<file path="config.mk">
export PLATFORM = sky130hd
export DESIGN_NAME = fp_norm_round_pipe
export DESIGN_NICKNAME = d
export VERILOG_FILES = /design/src/rtl/fp_norm_round_pipe.sv
export SDC_FILE = /design/constraint.sdc
export NUM_CORES = 1
export LEC_CHECK = 0
export ABC_AREA = 1
export CAP_MARGIN = 20
export CORE_UTILIZATION = 50
export CTS_CLUSTER_DIAMETER = 60
export DETAILED_ROUTE_END_ITERATION = 16
export GPL_TIMING_DRIVEN = 1
export HOLD_SLACK_MARGIN = 0.03
export PLACE_DENSITY = 0.74
export SETUP_SLACK_MARGIN = 0.15
export SKIP_LAST_GASP = 1
export SLEW_MARGIN = 0
export SYNTH_ARGS = -nofsm -noshare
export SYNTH_HDL_FRONTEND = slang
export SYNTH_SLANG_ARGS = --single-unit
</file>
<file path="constraint.sdc">
create_clock -name clk -period 7.9 [get_ports clk]
set_clock_uncertainty 0.1 [all_clocks]
set_input_delay 2.37 -clock clk [delete_from_list [all_inputs] [get_ports clk]]
set_output_delay 2.37 -clock clk [all_outputs]
set_load 0.05 [all_outputs]
</file>
<file path="src/rtl/fp_norm_round_pipe.sv">
// fp_norm_round_pipe: normalize, round-to-nearest-even and pack stage of the pipelined FP adder
// Ports: clk/rst (sync, active-high); in_valid/in_ready with in_sign, in_exp[7:0],
// in_mant[24:0] (bit 24 carry, bit 23 hidden), in_grs[2:0] = {G,R,S};
// out_valid/out_ready with out_result[31:0] = {sign,exp,frac} and out_flags[2:0] = {ovf,unf,inexact}.
module fp_norm_round_pipe (
    input  logic        clk,
    input  logic        rst,
    input  logic        in_valid,
    output logic        in_ready,
    input  logic        in_sign,
    input  logic [7:0]  in_exp,
    input  logic [24:0] in_mant,
    input  logic [2:0]  in_grs,
    output logic        out_valid,
    input  logic        out_ready,
    output logic [31:0] out_result,
    output logic [2:0]  out_flags
);
    logic        w_adv;
    logic [4:0]  w_lzc;
    logic        w_carry;
    logic        w_zero;
    logic [23:0] w_s1_mant;
    logic        w_s1_g;
    logic        w_s1_r;
    logic        w_s1_s;
    logic [8:0]  w_s1_exp;
    logic        r_s1_valid;
    logic        r_s1_sign;
    logic        r_s1_zero;
    logic        r_s1_g;
    logic        r_s1_r;
    logic        r_s1_s;
    logic [8:0]  r_s1_exp;
    logic [23:0] r_s1_mant;
    logic [4:0]  r_s1_lzc;
    logic [25:0] w_s2_win;
    logic        w_s2_flush;
    logic [8:0]  w_s2_exp;
    logic        r_s2_valid;
    logic        r_s2_sign;
    logic        r_s2_zero;
    logic        r_s2_flush;
    logic        r_s2_g;
    logic        r_s2_r;
    logic        r_s2_s;
    logic [8:0]  r_s2_exp;
    logic [23:0] r_s2_mant;
    logic        w_s3_up;
    logic [24:0] w_s3_sum;
    logic [8:0]  w_s3_exp;
    logic        w_s3_ovf;
    logic        w_s3_inexact;
    logic [31:0] w_s3_result;
    logic [2:0]  w_s3_flags;

    assign w_adv    = ~out_valid | out_ready;
    assign in_ready = w_adv;

    // Carry path shifts right by one here; the no-carry path only counts
    // leading zeros and leaves the left shift to the next stage.
    always_comb begin
        w_lzc = 5'd24;
        for (int i = 0; i < 24; i++) w_lzc = in_mant[i] ? 5'(23 - i) : w_lzc;
        w_carry   = in_mant[24];
        w_zero    = (in_mant == 25'd0) && (in_grs == 3'd0);
        w_s1_mant = w_carry ? in_mant[24:1] : in_mant[23:0];
        w_s1_g    = w_carry ? in_mant[0] : in_grs[2];
        w_s1_r    = w_carry ? in_grs[2] : in_grs[1];
        w_s1_s    = w_carry ? |in_grs[1:0] : in_grs[0];
        w_s1_exp  = {1'b0, in_exp} + {8'd0, w_carry};
    end

    // A zero shift on the carry path lets both paths share the shifter, and
    // since its exponent is at least 1 it can never trip the flush test.
    always_comb begin
        w_s2_win   = {r_s1_mant, r_s1_g, r_s1_r} << r_s1_lzc;
        w_s2_flush = ~r_s1_zero & (r_s1_exp <= {4'd0, r_s1_lzc});
        w_s2_exp   = r_s1_exp - {4'd0, r_s1_lzc};
    end

    // Rounding carry out of 24 bits leaves sum[22:0] = 0, which is exactly
    // the fraction of 1.0 after bumping the exponent.
    always_comb begin
        w_s3_up      = r_s2_g & (r_s2_r | r_s2_s | r_s2_mant[0]);
        w_s3_sum     = {1'b0, r_s2_mant} + {24'd0, w_s3_up};
        w_s3_exp     = r_s2_exp + {8'd0, w_s3_sum[24]};
        w_s3_ovf     = w_s3_exp >= 9'd255;
        w_s3_inexact = r_s2_g | r_s2_r | r_s2_s;
        w_s3_result  = r_s2_zero  ? 32'd0 :
                       r_s2_flush ? {r_s2_sign, 31'd0} :
                       w_s3_ovf   ? {r_s2_sign, 8'hFF, 23'd0} :
                                    {r_s2_sign, w_s3_exp[7:0], w_s3_sum[22:0]};
        w_s3_flags   = r_s2_zero  ? 3'b000 :
                       r_s2_flush ? 3'b011 :
                       w_s3_ovf   ? 3'b101 : {2'b00, w_s3_inexact};
    end

    always_ff @(posedge clk) begin
        if (rst) begin
            r_s1_valid <= 1'b0;
            r_s2_valid <= 1'b0;
            out_valid  <= 1'b0;
            out_result <= 32'd0;
            out_flags  <= 3'd0;
        end else if (w_adv) begin
            r_s1_valid <= in_valid;
            r_s1_sign  <= in_sign;
            r_s1_zero  <= w_zero;
            r_s1_g     <= w_s1_g;
            r_s1_r     <= w_s1_r;
            r_s1_s     <= w_s1_s;
            r_s1_exp   <= w_s1_exp;
            r_s1_mant  <= w_s1_mant;
            r_s1_lzc   <= w_carry ? 5'd0 : w_lzc;
            r_s2_valid <= r_s1_valid;
            r_s2_sign  <= r_s1_sign;
            r_s2_zero  <= r_s1_zero;
            r_s2_flush <= w_s2_flush;
            r_s2_g     <= w_s2_win[1];
            r_s2_r     <= w_s2_win[0];
            r_s2_s     <= r_s1_s;
            r_s2_exp   <= w_s2_exp;
            r_s2_mant  <= w_s2_win[25:2];
            out_valid  <= r_s2_valid;
            if (r_s2_valid) begin
                out_result <= w_s3_result;
                out_flags  <= w_s3_flags;
            end
        end
    end
endmodule

</file>
# [After elaboration in Yosys (flattened, before gate mapping)]
# Index checks and enable logic that the tools add are counted.
# Widths: inputs -> output; s select.
[word_totals] word_cells=87 out_inout_bits=37 inputBits=41 register_bits=120
[classes] n_reduce_logical=11 magnitude_cmp=2 add_sub_neg=4 mux=33 n_shift=1 bitwise=10
[op_table] operator="$mux 4" count=16
[op_table] operator="$mux 31" count=2
[op_table] operator="$mux 32" count=1
[op_table] operator="$shl 26x5->26" count=1
[op_table] operator="$add 24x1->25" count=1
[op_table] operator="$logic_not 25->1" count=1
[op_table] operator="$mux 23" count=1
[op_table] operator="$mux 3" count=7
[op_table] operator="$reduce_or 17->1" count=1
[op_table] operator="$add 8x1->9" count=1
[op_table] operator="$add 9x1->9" count=1
[op_table] operator="$ge 9x8->1 const B" count=1
[op_table] operator="$le 9x5->1" count=1
[op_table] operator="$reduce_or 9->1" count=1
[op_table] operator="$sub 9x5->9" count=1
[op_table] operator="$or 1x1->1" count=5
[op_table] operator="$reduce_or 5->1" count=1
[op_table] operator="$mux 1" count=4
[op_table] operator="$mux 2" count=2
[op_table] operator="$reduce_and 2->1" count=2
[op_table] operator="$reduce_or 2->1" count=2
[op_table] operator="$logic_not 3->1" count=1
[op_table] operator="$not 1->1" count=3
[op_table] operator="$reduce_or 3->1" count=1
[op_table] operator="other kinds (2)" count=3

# [Longest topological paths before layout]
[logic_depth] word_depth=23 depth_mapped=27 ltp_nobuf=27

# [Least setup slack after synthesis]
# OpenSTA, ideal clock, no wires.
[synth_path] path_type="in2reg" startpoint="input port rst" endpoint="register r_s1_exp[0], enable pin" n_path_buf=1 arrival_ns=6.010 setup_time_ns=0.523 stages=2 slack_ns=1.267 t_required_ns=7.277 path_cell_list="clkbuf_1 nor2_1"
[synth_between] elab_chain_len=2
[synth_rtl] element="start, declared" line="7" text="input logic rst,"
[synth_rtl] element="$not 1->1 (no line)"
[synth_rtl] element="$reduce_and 2->1 (no line)"
[synth_rtl] element="end signal, assigned" line="113" text="r_s1_exp <= w_s1_exp;"
[synth_rtl] element="end, declared" line="34" text="logic [8:0] r_s1_exp;"
# No other way between the ends.
# A chain may end at the register's enable or synchronous reset.

# [Worst setup path after layout]
[layout_path] startpoint="input port out_ready" endpoint="output port in_ready"
[layout_between] elab_chain_len=1
[layout_rtl] element="start, declared" line="15" text="input logic out_ready,"
[layout_rtl] element="$or 1x1->1" line="57" text="assign w_adv = ~out_valid | out_ready;"
[layout_rtl] element="end, declared" line="9" text="output logic in_ready,"
# No other way between the ends.

==> results.txt <==
Status -> completed
Ys Warns -> 0
Post-Syn Area -> 6640 um2
Placed Cells -> 1046
Setup CP Type -> in2out
Max-cap violations -> 0
Fin crit share -> 0.819
Switching share of power -> 0.269
Yosys cell types -> 46
Crit path max-delay family -> buffers and inverters
CP max stage cell -> clkdlybuf4s50_1
DRT iter0 DRCs -> 492
CP cell instances -> clkdlybuf4s50_1, nor2_1, inv_1, clkdlybuf4s50_1
GRT Overall Usage -> 0.214
Yosys reg bits -> 120
Post-route DRC -> 0
Core area -> 12800 um2
CP max FO -> 6
Final hold vios -> 0
DIE AREA -> 13700 um2
Worst Max-Slew Pin Slew -> 0.810 ns
HP Class -> reg2reg
Req. time, crit path -> 5.43 ns
Mapped Avg Cell Area -> 8.01 um2
Fraction of layout cells with a size suffix above 1 -> 0.0706
Starting density of the core -> 0.520
Later-pin clock latency in the skew report -> 0.41 ns
CTS tree -> done
Pre-CTS setup slack -> 1.44 ns
Clock Power Share -> 0.423
Vias in the first global route -> 5035
TritonRoute pass-1 iters -> 5
Main flop type after synthesis -> edfxtp_1
Slew HR -> 0.460
Share of synthesized registers carrying an async set or reset -> 0
CTS buffer count -> 17
Clock sink count -> 120
CP max stage delay -> 0.72 ns
Root Buffer -> clkbuf_16
Design Area, Final -> 8110 um2
Total chip power -> 0.00170 W
CTS max path bufs -> 2
Post-synthesis sequential area ratio -> 0.485
Layout Nets -> 946
Switching power -> 0.000457 W
Sequential fraction of design power -> 0.444
Crit path top cell by count -> clkdlybuf4s50_1
CTS resizes -> 0
First-pass GRT wire length -> 22600 um
Largest net degree at the start of global routing -> 51
Clk slew on worst S/H paths -> 0.05 ns
TNS Setup -> 0 ns
Average via count per standard cell -> 5.13
Post-CTS Hold Fix Bufs -> 0
Total Wirelength -> 13500 um
Worst path bufs/invs -> 3
Routability cong. -> 0.865
VDD IR max -> 158 uV
Mapped Cells -> 829
# fillers -> 1112
EDFF count, synth -> 82
Critical path endpoint category -> primary output
Startpoint Class -> input port
Leak -> 3.23 nW
Gate power share -> 0.134
Buffers on Ports -> 77
Overall die height -> 117 um
Final Non-Filler Cells -> 1079
Final slew viol count -> 0
Initial antenna violation count -> 0
Top-Level Pins -> 78
Post-DP HPWL -> 9970 um
Setup repair bufs after CTS -> 0
Setup ws final -> 1.43 ns
RSZ-0062 raised after global routing -> no
Achievable Freq -> 155 MHz
Num rows -> 41
H-tree Lvls -> 4
Vias -> 5530
Post-placement cell area -> 7530 um2
Antenna viol nets, final -> 0
Die Wd -> 117 um
Final number of setup-violating endpoints -> 0
Antenna diodes -> 0
Internal power -> 0.00124 W
Power density over the cells -> 210 nW/um2
Drt wl/cell -> 12.5 um
Critical Path AT -> 4.00 ns
Tmin final -> 6.47 ns
Area growth syn-to-layout -> 22.1%
GRT overflow -> 0
Mapped Nets -> 881
layer usage:
metal / track usage / wire length [um] / up-vias
met5: 0 / 0 / -
met1: 0.266 / 6260 / 2406
li1: - / - / 2937
met4: 0.0928 / 265 / 0
met3: 0.0417 / 581 / 24
met2: 0.363 / 6360 / 163
per-stage QoR:
stage	utilization	hold WS (ns)
floorplan	-	0.300
global placement	0.589	0.307
detailed placement	0.589	0.305
CTS	0.633	0.318
global route	0.635	0.341
finish	0.635	0.317
cell usage after synthesis (4+ instances only):
master | number | area (um2)
inv_1 | 84 | 315
nand3_2 | 4 | 40.0
nor4_1 | 5 | 31.3
mux2i_1 | 4 | 40.0
nand4_1 | 6 | 37.5
inv_2 | 4 | 15.0
clkbuf_1 | 32 | 120
ha_1 | 10 | 125
xnor2_1 | 5 | 43.8
o21ai_0 | 83 | 415
xor2_1 | 13 | 114
nand2_1 | 221 | 830
a211oi_1 | 6 | 45.0
nor2_1 | 67 | 251
o211ai_1 | 9 | 67.6
dfxtp_1 | 38 | 761
edfxtp_1 | 82 | 2460
nand3_1 | 41 | 205
a31oi_1 | 9 | 56.3
a21oi_1 | 50 | 250
nor3_1 | 13 | 65.1
or2_2 | 6 | 37.5
cell type report:
cell class                 count  area, um2  area share
sequential                   120       3220       0.397
multi-input combinational    583       2950       0.364
timing repair buffer          82        821       0.101
clock buffer                  20        478      0.0589
inverter                      90        338      0.0417
tap                          172        215      0.0265
clock inverter                12       83.8      0.0103
cell families after synthesis:
| group | Yosys count | synth area share |
|---|---|---|
| AO/OA/AOI/OAI | 174 | 0.146 |
| AND/OR/NAND/NOR | 376 | 0.246 |
| buffers and inverters | 126 | 0.0716 |
| XOR/XNOR | 18 | 0.0237 |
| multiplexers | 4 | 0.00603 |
| adder cells (fa/ha/maj) | 11 | 0.0218 |
| flip-flops | 120 | 0.485 |
layout by cell type (no fill, tap or decap), types with 3 or more instances in the layout:
| cell | n |
|---|---|
| a211oi_1 | 6 |
| a21oi_1 | 50 |
| a31oi_1 | 9 |
| buf_4 | 4 |
| clkbuf_16 | 18 |
| clkdlybuf4s50_1 | 77 |
| dfxtp_1 | 38 |
| edfxtp_1 | 82 |
| ha_1 | 10 |
| inv_1 | 84 |
| inv_2 | 4 |
| inv_4 | 5 |
| mux2i_1 | 4 |
| nand2_1 | 221 |
| nand3_1 | 41 |
| nand3_2 | 4 |
| nand4_1 | 6 |
| nor2_1 | 66 |
| nor2_2 | 3 |
| nor3_1 | 13 |
| nor4_1 | 5 |
| o211ai_1 | 9 |
| o21ai_0 | 83 |
| o22ai_1 | 3 |
| or2_2 | 6 |
| xnor2_1 | 5 |
| xor2_1 | 13 |
state kept, by name, indices dropped and copies added (netlist names), 3 cells and up:
signal      flops
r_s2_mant      24
out_flags       3
out_result     32
r_s1_exp        9
r_s1_lzc        5
r_s2_exp        9
r_s1_mant      24
power groups by stage:
| stage | clock network, W | registers, W | logic (W) |
|---|---|---|---|
| after detailed placement | 0 | 0.000767 | 0.000224 |
| final | 0.000719 | 0.000754 | 0.000227 |
| after global routing | 0.000762 | 0.000760 | 0.000259 |
| after CTS | 0.000731 | 0.000754 | 0.000225 |
| after global placement | 0 | 0.000766 | 0.000221 |
| after floorplan | 0 | 0.000770 | 0.000148 |
path summary, 6_finish.rpt:
path / startpoint / end / slack [ns] / depth (start not counted)
setup / recovery: out_ready / in_ready / 1.43 / 4
hold reg to reg: r_s1_sign / r_s2_sign / 0.32 / 0
hold / removal: r_s1_sign / r_s2_sign / 0.32 / 0
setup reg to reg: r_s2_g / out_result[12] / 3.39 / 26
Note: power is estimated with default switching activity, not from simulation.
